**src/rtl/button_repeat_ctrl.sv**
```systemverilog
// Multi-channel button press decoder: single pulse on press, then slow and
// fast auto-repeat while held. Only one channel may own the decoder at a time.
module button_repeat_ctrl #(
  parameter int unsigned CHANNELS     = 2,
  parameter int unsigned CNT_W        = 10,
  parameter int unsigned LONG_TICKS   = 100,
  parameter int unsigned REPEAT_TICKS = 24,
  parameter int unsigned FAST_TICKS   = 8,
  parameter int unsigned ACCEL_COUNT  = 10
) (
  input  logic                clk_100Hz,
  input  logic                rst_n,
  input  logic                enable,
  input  logic [CHANNELS-1:0] button,
  output logic [CHANNELS-1:0] pulse,
  output logic [CHANNELS-1:0] long_active,
  output logic [CHANNELS-1:0] short_release,
  output logic                busy
);

  typedef enum logic [1:0] {IDLE, PRESS, SLOW, FAST} state_t;

  localparam logic [CNT_W-1:0] LONG_C   = CNT_W'(LONG_TICKS);
  localparam logic [CNT_W-1:0] REPEAT_C = CNT_W'(REPEAT_TICKS);
  localparam logic [CNT_W-1:0] FAST_C   = CNT_W'(FAST_TICKS);
  localparam logic [CNT_W-1:0] ACCEL_C  = CNT_W'(ACCEL_COUNT);

  state_t              state     [CHANNELS];
  logic [CNT_W-1:0]    cnt       [CHANNELS];
  logic [CNT_W-1:0]    accel     [CHANNELS];
  logic [CNT_W-1:0]    cnt_inc   [CHANNELS];
  logic [CNT_W-1:0]    accel_inc [CHANNELS];
  logic [CHANNELS-1:0] prev;
  logic [CHANNELS-1:0] active;
  logic [CHANNELS-1:0] grant;
  logic                armed;
  logic                found;

  // armed stays low for the first edge after reset so a button held through
  // reset is never mistaken for a fresh press.
  always_comb begin
    found = 1'b0;
    grant = '0;
    for (int unsigned i = 0; i < CHANNELS; i++) begin
      active[i]    = (state[i] != IDLE);
      cnt_inc[i]   = (cnt[i] == '1) ? cnt[i] : cnt[i] + 1'b1;
      accel_inc[i] = (accel[i] == '1) ? accel[i] : accel[i] + 1'b1;
      grant[i]     = enable & armed & ~busy & button[i] & ~prev[i] & ~found;
      found        = found | grant[i];
    end
  end

  always_ff @(posedge clk_100Hz or negedge rst_n) begin
    if (!rst_n) begin
      for (int unsigned i = 0; i < CHANNELS; i++) begin
        state[i] <= IDLE;
        cnt[i]   <= '0;
        accel[i] <= '0;
      end
      prev          <= '0;
      armed         <= 1'b0;
      pulse         <= '0;
      long_active   <= '0;
      short_release <= '0;
      busy          <= 1'b0;
    end else begin
      prev  <= button;
      armed <= 1'b1;
      busy  <= enable & ((|grant) | (|(active & button)));
      for (int unsigned i = 0; i < CHANNELS; i++) begin
        pulse[i]         <= 1'b0;
        short_release[i] <= 1'b0;
        if (!enable) begin
          state[i]       <= IDLE;
          cnt[i]         <= '0;
          accel[i]       <= '0;
          long_active[i] <= 1'b0;
        end else begin
          case (state[i])
            IDLE: begin
              if (grant[i]) begin
                state[i] <= PRESS;
                cnt[i]   <= '0;
                pulse[i] <= 1'b1;
              end
            end
            PRESS: begin
              if (!button[i]) begin
                state[i]         <= IDLE;
                short_release[i] <= 1'b1;
              end else if (cnt_inc[i] >= LONG_C) begin
                state[i]       <= SLOW;
                cnt[i]         <= '0;
                accel[i]       <= '0;
                pulse[i]       <= 1'b1;
                long_active[i] <= 1'b1;
              end else begin
                cnt[i] <= cnt_inc[i];
              end
            end
            SLOW: begin
              if (!button[i]) begin
                state[i]       <= IDLE;
                long_active[i] <= 1'b0;
              end else if (cnt_inc[i] >= REPEAT_C) begin
                cnt[i]   <= '0;
                pulse[i] <= 1'b1;
                accel[i] <= accel_inc[i];
                if (accel_inc[i] >= ACCEL_C) state[i] <= FAST;
              end else begin
                cnt[i] <= cnt_inc[i];
              end
            end
            FAST: begin
              if (!button[i]) begin
                state[i]       <= IDLE;
                long_active[i] <= 1'b0;
              end else if (cnt_inc[i] >= FAST_C) begin
                cnt[i]   <= '0;
                pulse[i] <= 1'b1;
              end else begin
                cnt[i] <= cnt_inc[i];
              end
            end
            default: state[i] <= IDLE;
          endcase
        end
      end
    end
  end

endmodule

```
**config.mk**
```make
export PLATFORM = sky130hd
export DESIGN_NAME = button_repeat_ctrl
export DESIGN_NICKNAME = d
export VERILOG_FILES = /design/src/rtl/button_repeat_ctrl.sv
export SDC_FILE = /design/constraint.sdc
export NUM_CORES = 1
export LEC_CHECK = 0
export CAP_MARGIN = 10
export CORE_AREA = 2 2 98 138
export CTS_CLUSTER_SIZE = 12
export DETAILED_ROUTE_END_ITERATION = 8
export DIE_AREA = 0 0 100 140
export GPL_ROUTABILITY_DRIVEN = 0
export GPL_TIMING_DRIVEN = 0
export HOLD_SLACK_MARGIN = 0.03
export SYNTH_ARGS = -nofsm -noshare
export SYNTH_HDL_FRONTEND = slang
export SYNTH_SLANG_ARGS = --single-unit
```
**constraint.sdc**
```tcl
create_clock -name clk_100Hz -period 2.52 [get_ports clk_100Hz]
set_input_delay 0.252 -clock clk_100Hz [delete_from_list [all_inputs] [get_ports clk_100Hz]]
set_output_delay 0.252 -clock clk_100Hz [all_outputs]
set_load 0.01 [all_outputs]
```
==> impl_metrics.tcl <==
set metrics [dict create \
    status "completed" \
    yosysWarnings 0 \
    grt_pass1_wl_um 16400 \
    first_iter_violations 193 \
    portBuffers 11 \
    die_w_um 100 \
    track_usage_pct 14.1 \
    dp_hpwl_um 7140 \
    endpoint_kind "flop" \
    synth.distinct_cells 74 \
    cts.path.max_buffers 2 \
    layout_commonest_cell "dfrtp_1" \
    first_pass_iters 4 \
    synth-seq-cells 54 \
    antennaDiodeCount 0 \
    num_vias 3597 \
    routed_wl_um 9840 \
    finalCriticalPeriod_ps 2450 \
    final_cell_mix "dfrtp_1 (52), nand2_1 (43), nor2_1 (38)" \
    cts_htree_levels 2 \
    cts_buffers 5 \
    clock-sinks 54 \
    rsz0062_at_grt "yes" \
    placed_area_um2 4090 \
    finish.utilization_pct 35.1 \
    cp_slowest_cell "dfrtp_2" \
    core_region_area_um2 12800 \
    crit_path_start_kind "flop" \
    cp_cell_sequence "ha_1, clkbuf_4, a21boi_2, a31o_2, o2bb2ai_4, a211oi_4, nor3_4, and3_1, nor3_1" \
    hp-class "in -> reg" \
    overflow 0 \
    reg2regPathDepth 9 \
    clk_latency_ps 300 \
    worst-path-buf-inv 1 \
    dominantRegCellSynth "dfrtp_1" \
    hold_depth 1 \
    drive_gt1_share_pct 14.8 \
    slowest_delay_ps 450 \
    ys_seq_area_share_pct 35.9 \
    synth_edf_count 0 \
    netlist_area_um2 3770 \
    crit_family "compound AO/OA/AOI/OAI gates" \
    fin_crit_sh_pct 97.1 \
    antenna_left 0 \
    syn_inst 447 \
    tritoncts "done" \
    critPathRequiredTime_ps 2740 \
    final_area_um2 4470 \
    regArea_um2 1350 \
    syn_to_final_growth_pct 18.6 \
    p_leak_uw 0.00183 \
    die_h_um 140 \
    synth.net_count 456 \
    root_buffer "clkbuf_16" \
    tightest_slew_ps 580 \
    relSlewSlack_pct 61.3 \
    viasPerCell 5.74 \
    start_util_pct 29.6 \
    peakVddDrop_mv 0.240 \
    final_max_slew_viol_count 0 \
    grt_max_degree 37 \
    nFillCells 1300 \
    synthArstFlopShare_pct 100 \
    finalHoldViolCount 0 \
    cap_violations 0 \
    worst-path-stages 9 \
    fin_skew_ps 11.3 \
    drcViolationCount 0 \
    wl_per_cell_um 15.7 \
    ioPinCount 12 \
    arrival_ps 2660 \
    antenna_found_initial 0 \
    multi_input_area_um2 2400 \
    fin_nets 482 \
    clk_pin_slew_ps 80 \
    die_area_um2 14000 \
    criticalPathCategory "reg -> reg" \
    rows 49 \
    cp_max_fo 10 \
    grt_pass1_vias 3456 \
    power.density_nw_per_um2 380 \
    setup_violations 0 \
    max_freq_mhz 409 \
    postSynthAreaPerCell_um2 8.43 \
]
per-layer routing:
layer  vias up  GRT usage, %  part of all wire, %
li1       1745             -                    -
met1      1747          16.3                   41
met2        81          25.5                   53
met3        24          2.30                  3.4
met4         0          5.62                  2.8
met5         -             0                    0
sequential cells by signal, summed over array words and instances (netlist names):
signal         flops
accel             20
cnt               20
state              4
long_active        2
prev               2
pulse              2
short_release      2
armed              1
busy               1
worst register-to-register path: cells and delay by family (launching register included):
family,cells,cell delay [ps]
AOI/OAI and AO/OA,4,1040
and+or+nand+nor,3,480
DFF,1,450
adders and majority gates,1,220
buffers and inverters,1,180
stage by stage:
step	hold WS, ps	std cells	setup WS, ps	TNS [ps]	total power (uW)
6_report	263	627	72.3	0	1700
5_1_grt	274	627	-33.4	-73.0	1780
4_1_cts	453	620	-12.0	-32.1	1730
3_5_place_dp	246	612	-434	-4050	977
3_3_place_gp	504	611	-620	-37560	975
2_1_floorplan	-43.6	447	273	0	928
synthesized netlist by cell type (3+ instances only):
| library cell | instances | area [um^2] |
|---|---|---|
| o31ai_1 | 6 | 45.0 |
| and2_1 | 13 | 81.3 |
| nor3_1 | 11 | 55.1 |
| o41ai_1 | 3 | 26.3 |
| nand4_1 | 12 | 75.1 |
| and3_1 | 15 | 93.8 |
| nor2_1 | 40 | 150 |
| a21o_1 | 3 | 22.5 |
| nand2_1 | 45 | 169 |
| nand4b_1 | 3 | 26.3 |
| a2111oi_0 | 5 | 43.8 |
| a31oi_1 | 12 | 75.1 |
| o311a_1 | 3 | 30.0 |
| ha_1 | 4 | 50.1 |
| o2111ai_1 | 3 | 26.3 |
| nand2b_1 | 6 | 37.5 |
| clkbuf_1 | 11 | 41.3 |
| buf_2 | 4 | 20.0 |
| o211a_1 | 3 | 30.0 |
| nor3b_1 | 3 | 22.5 |
| a21oi_1 | 31 | 155 |
| o21ai_0 | 21 | 105 |
| and4_1 | 6 | 52.6 |
| buf_4 | 4 | 30.0 |
| o211ai_1 | 3 | 22.5 |
| dfrtp_1 | 54 | 1350 |
| a311oi_1 | 4 | 35.0 |
| nand3_1 | 25 | 125 |
| o22ai_1 | 6 | 37.5 |
| or3_1 | 4 | 25.0 |
| nor2b_1 | 6 | 37.5 |
| mux2i_1 | 11 | 110 |
| inv_1 | 16 | 60.1 |
power by group:
part / internal, uW / total (uW) / switching, uW
clock network: 400 / 737 / 337
registers: 871 / 873 / 2.45
logic: 25.8 / 89.1 / 63.4
total: 1300 / 1700 / 403
cell type report:
class / count / share of cell area [%]
plain buffers: 20 / 2.55
flip-flops and latches: 54 / 30.3
multi-input cells: 355 / 53.6
well taps: 153 / 4.28
clock buffers: 6 / 3.11
repair buffers: 21 / 4.48
clock inverters: 2 / 0.364
inverters: 16 / 1.34
worst paths after layout:
check | startpoint | end | slack [ps]
max in group asynchronous | rst_n | cnt[11] | 1510
hold / removal | button[0] | prev[0] | 260
setup / recovery | cnt[0] | accel[7] | 70
setup reg to reg | cnt[0] | accel[7] | 70
hold reg to reg | accel[10] | accel[10] | 540
min in group asynchronous | rst_n | cnt[2] | 440
what timing repair did:
action,4_1_cts,5_1_grt
hold buffers,1,0
pin swaps,0,9
gates resized for setup,8,31
setup buffers,0,8
endpoints found under the hold margin,18,0
setup endpoints to repair,15,38
logic make-up after synthesis:
logic type      count (synthesis)  synth area share [%]
compound gates                139                  27.4
fa+ha+maj                       4                  1.33
buf+inv                        38                  4.75
flops                          54                  35.9
mux                            11                  2.92
xor+xnor                        1                 0.232
other cells                     1                0.0995
simple gates                  199                  27.5
(Power assumes the default switching activity.)
